$ cat src/rtl/sched_pkg.sv
// sched_pkg: shared FSM state type and counter width for the egress scheduler mux
package sched_pkg;

    typedef enum logic {IDLE, FWD} state_t;

    localparam int CNT_WIDTH = 32;

endpackage

$ cat src/rtl/sched_egress_reg_slice.sv
// sched_egress_reg_slice: one-deep registered AXI-Stream output stage with in-place replace on emit
module sched_egress_reg_slice #(
    parameter int DATA_WIDTH = 64,
    parameter int KEEP_WIDTH = DATA_WIDTH/8
)(
    input  logic                  clk,
    input  logic                  rst,
    input  logic                  in_valid,
    input  logic [DATA_WIDTH-1:0] in_data,
    input  logic [KEEP_WIDTH-1:0] in_keep,
    input  logic                  in_last,
    input  logic                  out_ready,
    output logic                  out_valid,
    output logic [DATA_WIDTH-1:0] out_data,
    output logic [KEEP_WIDTH-1:0] out_keep,
    output logic                  out_last
);

    // load on accept, otherwise hold until the sink takes the beat
    always_ff @(posedge clk or posedge rst) begin
        if (rst) begin
            out_valid <= 1'b0;
            out_data  <= '0;
            out_keep  <= '0;
            out_last  <= 1'b0;
        end else if (in_valid) begin
            out_valid <= 1'b1;
            out_data  <= in_data;
            out_keep  <= in_keep;
            out_last  <= in_last;
        end else if (out_ready) begin
            out_valid <= 1'b0;
        end
    end

endmodule

$ cat src/rtl/sched_egress_mux.sv
// sched_egress_mux: scheduler-selected N:1 AXI-Stream egress mux, locked per packet; SCHED_EGRESS_PKT_CNT_EN adds tx_pkt_cnt
module sched_egress_mux
    import sched_pkg::*;
#(
    parameter int NUM_FIFO   = 9,
    parameter int SEL_WIDTH  = $clog2(NUM_FIFO),
    parameter int DATA_WIDTH = 64,
    parameter int KEEP_WIDTH = DATA_WIDTH/8
)(
    input  logic                           clk,
    input  logic                           rst,
    input  logic [SEL_WIDTH-1:0]           sel_in,
    input  logic                           en_in,
    input  logic [NUM_FIFO*DATA_WIDTH-1:0] s_axis_tdata,
    input  logic [NUM_FIFO*KEEP_WIDTH-1:0] s_axis_tkeep,
    input  logic [NUM_FIFO-1:0]            s_axis_tvalid,
    input  logic [NUM_FIFO-1:0]            s_axis_tlast,
    output logic [NUM_FIFO-1:0]            s_axis_tready,
    output logic [DATA_WIDTH-1:0]          m_axis_tdata,
    output logic [KEEP_WIDTH-1:0]          m_axis_tkeep,
    output logic                           m_axis_tvalid,
    output logic                           m_axis_tlast,
    input  logic                           m_axis_tready,
    output logic [NUM_FIFO-1:0]            pe_tlast,
    output logic                           busy
`ifdef SCHED_EGRESS_PKT_CNT_EN
    ,
    output logic [NUM_FIFO*CNT_WIDTH-1:0]  tx_pkt_cnt
`endif
);

    state_t               state, state_nxt;
    logic [SEL_WIDTH-1:0] cur_sel, cur_sel_nxt;
    logic                 rdy, accept;

    assign rdy  = !m_axis_tvalid || m_axis_tready;
    assign busy = (state == FWD);

    // grant a valid in-range FIFO from IDLE; while locked, only cur_sel may be accepted
    always_comb begin
        state_nxt     = state;
        cur_sel_nxt   = cur_sel;
        s_axis_tready = '0;
        accept        = 1'b0;
        if (state == IDLE) begin
            if (en_in && 32'(sel_in) < NUM_FIFO && s_axis_tvalid[sel_in]) begin
                state_nxt   = FWD;
                cur_sel_nxt = sel_in;
            end
        end else begin
            s_axis_tready[cur_sel] = rdy;
            accept                 = rdy && s_axis_tvalid[cur_sel];
            if (accept && s_axis_tlast[cur_sel])
                state_nxt = IDLE;
        end
    end

    // state, lock register and one-cycle end-of-packet pulse
    always_ff @(posedge clk or posedge rst) begin
        if (rst) begin
            state    <= IDLE;
            cur_sel  <= '0;
            pe_tlast <= '0;
        end else begin
            state    <= state_nxt;
            cur_sel  <= cur_sel_nxt;
            pe_tlast <= (accept && s_axis_tlast[cur_sel]) ? NUM_FIFO'(1) << cur_sel : '0;
        end
    end

    sched_egress_reg_slice #(
        .DATA_WIDTH (DATA_WIDTH),
        .KEEP_WIDTH (KEEP_WIDTH)
    ) u_reg_slice (
        .clk       (clk),
        .rst       (rst),
        .in_valid  (accept),
        .in_data   (s_axis_tdata[32'(cur_sel)*DATA_WIDTH +: DATA_WIDTH]),
        .in_keep   (s_axis_tkeep[32'(cur_sel)*KEEP_WIDTH +: KEEP_WIDTH]),
        .in_last   (s_axis_tlast[cur_sel]),
        .out_ready (m_axis_tready),
        .out_valid (m_axis_tvalid),
        .out_data  (m_axis_tdata),
        .out_keep  (m_axis_tkeep),
        .out_last  (m_axis_tlast)
    );

`ifdef SCHED_EGRESS_PKT_CNT_EN
    // per-FIFO completed-packet counters, wrapping naturally
    always_ff @(posedge clk or posedge rst) begin
        if (rst)
            tx_pkt_cnt <= '0;
        else
            for (int i = 0; i < NUM_FIFO; i++)
                if (pe_tlast[i])
                    tx_pkt_cnt[i*CNT_WIDTH +: CNT_WIDTH] <= tx_pkt_cnt[i*CNT_WIDTH +: CNT_WIDTH] + 1'b1;
    end
`endif

endmodule
$ cat config.mk
export PLATFORM = sky130hd
export DESIGN_NAME = sched_egress_mux
export DESIGN_NICKNAME = d
export VERILOG_FILES = /design/src/rtl/sched_pkg.sv /design/src/rtl/sched_egress_reg_slice.sv /design/src/rtl/sched_egress_mux.sv
export SDC_FILE = /design/constraint.sdc
export NUM_CORES = 1
export LEC_CHECK = 0
export CAP_MARGIN = 0
export CORE_AREA = 2 2 300 302
export CTS_CLUSTER_DIAMETER = 120
export DETAILED_ROUTE_END_ITERATION = 16
export DIE_AREA = 0 0 302 304
export GPL_TIMING_DRIVEN = 0
export PLACE_DENSITY = 0.46
export SYNTH_ARGS = -nofsm -noshare
export SYNTH_HDL_FRONTEND = slang
export SYNTH_SLANG_ARGS = --single-unit
$ cat constraint.sdc
create_clock -name clk -period 2.75 [get_ports clk]
set_input_delay 0.4125 -clock clk [delete_from_list [all_inputs] [get_ports clk]]
set_output_delay 0.4125 -clock clk [all_outputs]
set_load 0.02 [all_outputs]
# After elaboration in Yosys (flattened, before gate mapping)

Index checks and enable logic that the tools add are counted.

$lt $le $gt $ge: 4
Shift operators: 3
Multiplexer cells: 16
Bitwise operators: 2
Reduce and logical (&&, ||, !) cells: 10

Operators with widths:

| operator                                                                      | number |
|---|---|
| 576-bit by 11-bit indexed part select with 64-bit output                      | 1 |
| 72-bit by 8-bit indexed part select with 8-bit output                         | 1 |
| 9-bit two-way mux                                                             | 2 |
| 1-bit binary-select mux with 4-bit select                                     | 3 |
| 4-bit by 5-bit less-than comparator with 1-bit output (second input constant) | 2 |
| 1-bit two-way mux                                                             | 10 |
| 9-bit AND                                                                     | 1 |
| 1-bit by 4-bit left shift with 9-bit output (first input constant)            | 1 |
| 1-bit logical AND                                                             | 6 |
| 1-bit demux with 4-bit select                                                 | 1 |
| 4-bit by 1-bit >= comparator with 1-bit output (second input constant)        | 1 |
| 4-bit less-than comparator (second input constant)                            | 1 |
| 2-bit AND reduction                                                           | 1 |
| 2-bit nonzero test                                                            | 1 |
| 1-bit logical NOT                                                             | 1 |
| 1-bit logical OR                                                              | 1 |
| 1-bit inverter                                                                | 1 |

Register bits: 88
Input port bits: 674
Word-level logic and storage cells: 42

# Depth between registers and ports, before layout

Gate-level depths: netlist of the first run.

Word-level depth: 6
Gate-level depth with buffers: 8

# Hierarchy

Synthesis of the first run repeated with hierarchy kept, for this count alone.

Cell total of the unflattened synthesis: 681
Area, all modules: 8841.0 um^2

Modules (own cells, without submodules):

| module                 | instances | cells each | area each (um^2) |
|---|---|---|---|
| sched_egress_mux       | 1         | 523        | 5846.9 |
| sched_egress_reg_slice | 1         | 158        | 2994.1 |

# Worst setup path before layout of the first run

No wires, ideal clock.

Kind: reg-to-reg
From: register cur_sel[2]
To: register u_reg_slice.out_data[10]
Arrival: 1916 ps
Data required time: 2625 ps
Setup slack: 708 ps
Cell stages (with the launch flop): 8
Buffers on the path: 3
Cell sequence: dfrtp_1 buf_2 nor4b_2 and3_1 a32o_2 buf_12 buf_12 mux2_4

Cells in the longest elaborated chain, start to end: 4
Elaborated cells on any way between the ends: 5
Those cells by class: 1 x shift; 3 x mux; 1 x reduce/logical

Ends and longest elaborated chain:

| element                                                                                                          | RTL line                     | text |
|---|---|---|
| start, declared                                                                                                  | sched_egress_mux.sv:33       | `logic [SEL_WIDTH-1:0] cur_sel, cur_sel_nxt;` |
| start signal, assigned                                                                                           | sched_egress_mux.sv:66       | `cur_sel <= cur_sel_nxt;` |
| parallel branches: the longest is 4 deep, another holds 576-bit by 11-bit indexed part select with 64-bit output | n/a                          |  |
| end signal, assigned                                                                                             | sched_egress_reg_slice.sv:28 | `out_data <= in_data;` |
| end, declared                                                                                                    | sched_egress_reg_slice.sv:14 | `output logic [DATA_WIDTH-1:0] out_data,` |

Parallel ways; which one is timed is not known. The select of a mux whose other input is x is not followed.
A chain may end at the register's enable or synchronous reset.

# Worst setup path after layout of the first run

From: register cur_sel[1]
To: register u_reg_slice.out_data[63]

Same word-level chain as after synthesis.

==> out/results.ini, run 1 <==
[place]
hpwl_mm = 61.73
dp.cells = 2783
dp_slack_ns = -0.9338
port_buffers = 766
place_congestion = 0.9040
placed_area_um2 = 18290

[pwr]
p_leak_nw = 8.172
p_per_area_nw_per_um2 = 765.0
peakVddDrop_mv = 0.3248
finalPower_mw = 14.30

[detailed_routing]
vias = 10950
drt-pass1-iter-count = 5
via_per_inst = 3.904
first_iter_violations = 570
wire_per_inst_um = 26.00
final_antenna_net_count = 0
drt_wl_total_mm = 72.89
drc = 0

[global_routing]
grt_pass1_wl_mm = 97.81
grt_use_total_pct = 15.34
grt_max_degree = 48
grt_pass1_vias = 12060
gr-total-overflow = 0
antenna_found_initial = 15

[synthesis]
syn_inst = 840
syn_area_per_cell_um2 = 10.85
synth_top_family_by_area = multiplexers
synth-xor-area-share_pct = 0
yosys.area_share.adder_pct = 0
seq_area_frac_synth_pct = 24.15
synthMuxAreaShare_pct = 45.07
yosys.area_share.simple_pct = 3.005
synth_compound_area_share_pct = 21.15
synth_nets = 1514
ys_ff_latch = 88
yosysUniqueCellTypes = 34
syn-cell-area_um2 = 9117
yosysWarnings = 0

[finish]
multiInputGateArea_um2 = 6367
synthToLayoutAreaGrowth_pct = 105.0
fin_area_um2 = 18690
finalNonFillerCells = 2804
final_common_cell = clkdlybuf4s50_1
nNetsFinal = 2292
final_cell_mix = clkdlybuf4s50_1, mux2i_1, a22oi_1
nFillCells = 9674
final_util_pct = 20.99
drive_gt1_share_pct = 12.08
seqCellArea_um2 = 2202

[critical_path]
arrival_ns = 2.93
cp-start-kind = flip-flop
r2r-start = cur_sel[1]
r2r_setup_slack_ns = 0.10
crit_buf_inv = 4
crit_slowest_cell = mux2i_1
worstPathRequired_ns = 3.04
crit_fanout = 10
cp-end-kind = flip-flop
cpPeakStageDelay_ns = 0.43
path_class = reg2reg
startpoint = cur_sel[1]
critical-path-top-delay-family = buffers and inverters
path_cells = buf_6 -> buf_12 -> buf_4 -> buf_2 -> mux2i_1 -> a22oi_1 -> a32o_1 -> mux2_4

[die]
start_util_pct = 10.24
fp.dieH_um = 304
fp.coreArea_um2 = 89050
die_x_um = 302
io-pin-count = 767
die-area_um2 = 91810
std_cell_rows = 110

[clocking]
cts_buffers = 9
clock_sinks = 88
cts_tree = done
htreeDepth = 3
cts_root_buf = clkbuf_16
cts_resized = 45
postCtsSetupBuffers = 0
cts.path.max_buffers = 2
clkSlewWorstSetupHoldPaths_ns = 0.10
postCtsHoldBufs = 0
clk_latency_ns = 0.39

[timing]
relSlewSlack_pct = 49.37
fin_hold_ws_ns = 0.4496
fmax_ghz = 0.3776
tns_ns = 0
hold_viol = 0
final-setup-viol-count = 0
worst_pin_slew_ns = 0.7595
fin_crit_sh_pct = 96.31
fin_crit_ns = 2.648
worst_slack_ns = 0.1016
slew_violations = 0
rsz0062_at_grt = no
skew_ns = 0.01765

[min_path]
min_path_type = in2async

[outcome]
status = complete, no violations

[flow_run]
maxCapViolCount = 0

## worst reg2reg max path, cell delays in order (launching register included)
cell and delay, ns:
dfrtp_1 0.35, buf_6 0.14, buf_12 0.18, buf_4 0.37, buf_2 0.42, mux2i_1 0.43
a22oi_1 0.11, a32o_1 0.28, mux2_4 0.25
## registers in the layout (all words and copies together), names as in the netlist
| name | count |
|---|---|
| u_reg_slice.out_valid | 1 |
| pe_tlast | 9 |
| busy | 1 |
| u_reg_slice.out_keep | 8 |
| cur_sel | 4 |
| u_reg_slice.out_data | 64 |
| u_reg_slice.out_last | 1 |
## cell type report
class                           count  area share [%]
Timing Repair Buffer              767           41.00
Multi-Input combinational cell    653           34.07
Sequential cell                    88           11.78
Tap cell                         1176           7.872
Buffer                             94           3.508
Clock buffer                        9           1.205
Clock inverter                      7          0.3882
Inverter                            5          0.1138
Antenna cell                        5         0.06694
## worst paths after layout
path                                            endpoint  cells after the start
worst max-delay path            u_reg_slice.out_data[63]                      8
worst min-delay path             u_reg_slice.out_keep[5]                      2
worst max register to register  u_reg_slice.out_data[63]                      8
worst min register to register  u_reg_slice.out_data[28]                      1
max in group asynchronous       u_reg_slice.out_data[47]                      3
min in group clk                u_reg_slice.out_data[28]                      1
## cells in the mapped netlist
| master | instances | area (um2) |
|---|---|---|
| mux4_2 | 2 | 45.04 |
| clkbuf_1 | 18 | 67.56 |
| a32o_1 | 72 | 720.7 |
| o21ai_0 | 1 | 5.000 |
| buf_2 | 64 | 320.3 |
| nand2b_1 | 3 | 18.77 |
| nor3b_1 | 1 | 7.510 |
| o211ai_1 | 3 | 22.52 |
| buf_12 | 8 | 160.2 |
| nand2_1 | 11 | 41.29 |
| a2bb2oi_1 | 1 | 8.760 |
| and2_1 | 1 | 6.260 |
| inv_1 | 5 | 18.77 |
| mux2_2 | 4 | 45.04 |
| nor4_1 | 8 | 50.05 |
| nor4b_2 | 1 | 15.01 |
| buf_4 | 2 | 15.01 |
| or2_2 | 3 | 18.77 |
| a2111oi_4 | 1 | 27.53 |
| a32oi_1 | 2 | 17.52 |
| mux2i_1 | 298 | 2983 |
| and3_1 | 1 | 6.260 |
| buf_6 | 2 | 22.52 |
| dfrtp_1 | 88 | 2202 |
| mux2_4 | 69 | 1036 |
| or3_1 | 2 | 12.51 |
| or4_1 | 1 | 7.510 |
| a32o_2 | 1 | 11.26 |
| nor2b_1 | 4 | 25.02 |
| nor2_1 | 11 | 41.29 |
| nand4_1 | 3 | 18.77 |
| a22oi_1 | 147 | 1104 |
| nand3_1 | 1 | 5.000 |
| o221a_2 | 1 | 11.26 |
## per-layer routing
layer	global-route usage, %	vias to the layer above	part of all wire, %
met5	0	-	0.082
met2	26.97	551	49
met4	3.074	8	1.8
met1	18.94	5367	42
met3	3.548	62	6.5
li1	-	4960	-
## cells by family after synthesis
family,after synthesis
mux,373
compound gates,229
buf+inv,99
flops,88
simple gates,51
## where the power goes
group,internal [mW],switching [mW]
Combinational,5.30,5.29
Clock,0.647,0.786
Sequential,1.90,0.376
Total,7.85,6.45
(Power assumes the default switching activity.)
==> run 2, diff against run 1 <==
SLEW_MARGIN = 25   (was default)
==> run 2 against run 1 <==
Compared with the run above: sequential cell count stayed put; highest routed layer unchanged; register-to-register slack got worse by 0.03 ns; non-clock buffer count increased by 4; largest power group unchanged; largest cell class unchanged.
==> out/results.ini, run 2 (synthesis results as in run 1) <==
[die]
fp.coreArea_um2 = 89050
std_cell_rows = 110
io-pin-count = 767
start_util_pct = 10.24
fp.dieH_um = 304
die_x_um = 302
die-area_um2 = 91810

[global_routing]
antenna_found_initial = 17
grt_pass1_vias = 12090
grt_max_degree = 48
grt_use_total_pct = 15.29
gr-total-overflow = 0
grt_pass1_wl_mm = 97.46

[min_path]
min_path_type = in2async

[timing]
slew_violations = 0
rsz0062_at_grt = no
final-setup-viol-count = 0
fmax_ghz = 0.3738
relSlewSlack_pct = 51.95
skew_ns = 0.01868
worst_pin_slew_ns = 0.7208
fin_crit_ns = 2.675
fin_crit_sh_pct = 97.27
hold_viol = 0

[clocking]
clock_sinks = 88
cts.path.max_buffers = 2
cts_tree = done
cts_buffers = 9
clkSlewWorstSetupHoldPaths_ns = 0.10
htreeDepth = 3
clk_latency_ns = 0.39
postCtsHoldBufs = 0
cts_root_buf = clkbuf_16

[finish]
top_register = u_reg_slice.out_data
reg_top3 = u_reg_slice.out_data: 64 flops, pe_tlast: 9 flops, u_reg_slice.out_keep: 8 flops
final_cell_mix = clkdlybuf4s50_1, mux2i_1, a22oi_1
final_util_pct = 21.06
final_common_cell = clkdlybuf4s50_1
drive_gt1_share_pct = 11.99
finalNonFillerCells = 2814
nNetsFinal = 2296
fin_area_um2 = 18750
nFillCells = 9672
synthToLayoutAreaGrowth_pct = 105.7
largest_reg_flops = 64

[detailed_routing]
vias = 10960
drt-pass1-iter-count = 5
wire_per_inst_um = 25.90
drc = 0
first_iter_violations = 611
drt_wl_total_mm = 72.89
via_per_inst = 3.894
final_antenna_net_count = 0

[place]
placed_area_um2 = 18360
dp.cells = 2787
hpwl_mm = 62.37
port_buffers = 766
place_congestion = 0.9040

[pwr]
p_per_area_nw_per_um2 = 763.5
combPwrFrac_pct = 74.2
seqPwrFrac_pct = 15.9
pwr-share-clk_pct = 9.8
power.internal_mw = 7.892
p_leak_nw = 8.181
peakVddDrop_mv = 0.2889
switchingPower_mw = 6.425
p_sw_share_pct = 44.88

[critical_path]
crit_fanout = 10
cp-end-kind = flip-flop
worstPathRequired_ns = 2.97
path_class = reg2reg
cp-start-kind = flip-flop
arrival_ns = 2.90

[outcome]
status = complete, no violations

[flow_run]
maxCapViolCount = 0

==> run 2: worst paths after layout <==
check | to | start | slack (ns) | cells past startpoint
worst min-delay path | u_reg_slice.out_keep[5] | rst | 0.41 | 2
min in group clk | u_reg_slice.out_data[28] | u_reg_slice.out_data[28] | 0.51 | 1
worst max-delay path | pe_tlast[0] | cur_sel[2] | 0.07 | 9
worst max register to register | pe_tlast[0] | cur_sel[2] | 0.07 | 9
worst min register to register | u_reg_slice.out_data[28] | u_reg_slice.out_data[28] | 0.51 | 1
max in group asynchronous | u_reg_slice.out_data[50] | rst | 1.71 | 3
==> run 2: repair_timing <==
action / CTS / global route
endpoints found under the setup margin: 83 / 6
hold endpoints to repair: 0 / 0
gates resized for setup: 42 / 5
gates cloned: 0 / 0
buffers inserted: 0 / 0
pin swaps: 0 / 0
==> run 2: through the flow <==
step	setup WS, ns	hold slack, ns	setup TNS [ns]	total power [mW]
finish	0.07499	0.4080	0	14.32
global route	0.009419	0.4285	0	15.15
CTS	-0.01314	0.4028	-0.01314	14.59
detailed placement	-0.7824	0.4932	-20.79	12.99
global placement	-2.042	0.4962	-232.18	12.86
floorplan	0.05895	0.5729	0	8.222
==> run 2: metal layers <==
layer | track usage [%] | wire length (um) | vias to the layer above
met5 | 0 | 26 | -
met4 | 3.788 | 1749 | 4
met3 | 3.812 | 4980 | 60
met2 | 26.89 | 35610 | 557
met1 | 18.44 | 30520 | 5366
li1 | - | - | 4972
==> run 2: area by class of cell <==
cell class	instances	area [um2]	area share, %
repair buffers	771	7747	41.31
multi-input cells	653	6337	33.79
flip-flops and latches	88	2202	11.74
well taps	1176	1471	7.846
plain buffers	94	645.6	3.443
clock buffers	9	225.2	1.201
clock inverters	7	72.57	0.3870
diodes	11	27.53	0.1468
inverters	5	23.77	0.1268
==> run 2: worst max-delay path: stages (launching register included) <==
cell and delay (ns):
dfrtp_1 0.37, buf_2 0.17, nor2b_1 0.16, clkbuf_2 0.32
buf_16 0.26, a22oi_1 0.17, a32oi_1 0.14, buf_4 0.20
buf_2 0.20, nor4_1 0.48
==> run 2: power by group through the flow <==
| stage | registers, mW | clock network (mW) | logic [mW] |
|---|---|---|---|
| global route | 2.35 | 1.55 | 11.2 |
| global placement | 2.28 | 0 | 10.6 |
| floorplan | 2.94 | 0 | 5.29 |
| finish | 2.28 | 1.41 | 10.6 |
| CTS | 2.28 | 1.51 | 10.8 |
| detailed placement | 2.29 | 0 | 10.7 |
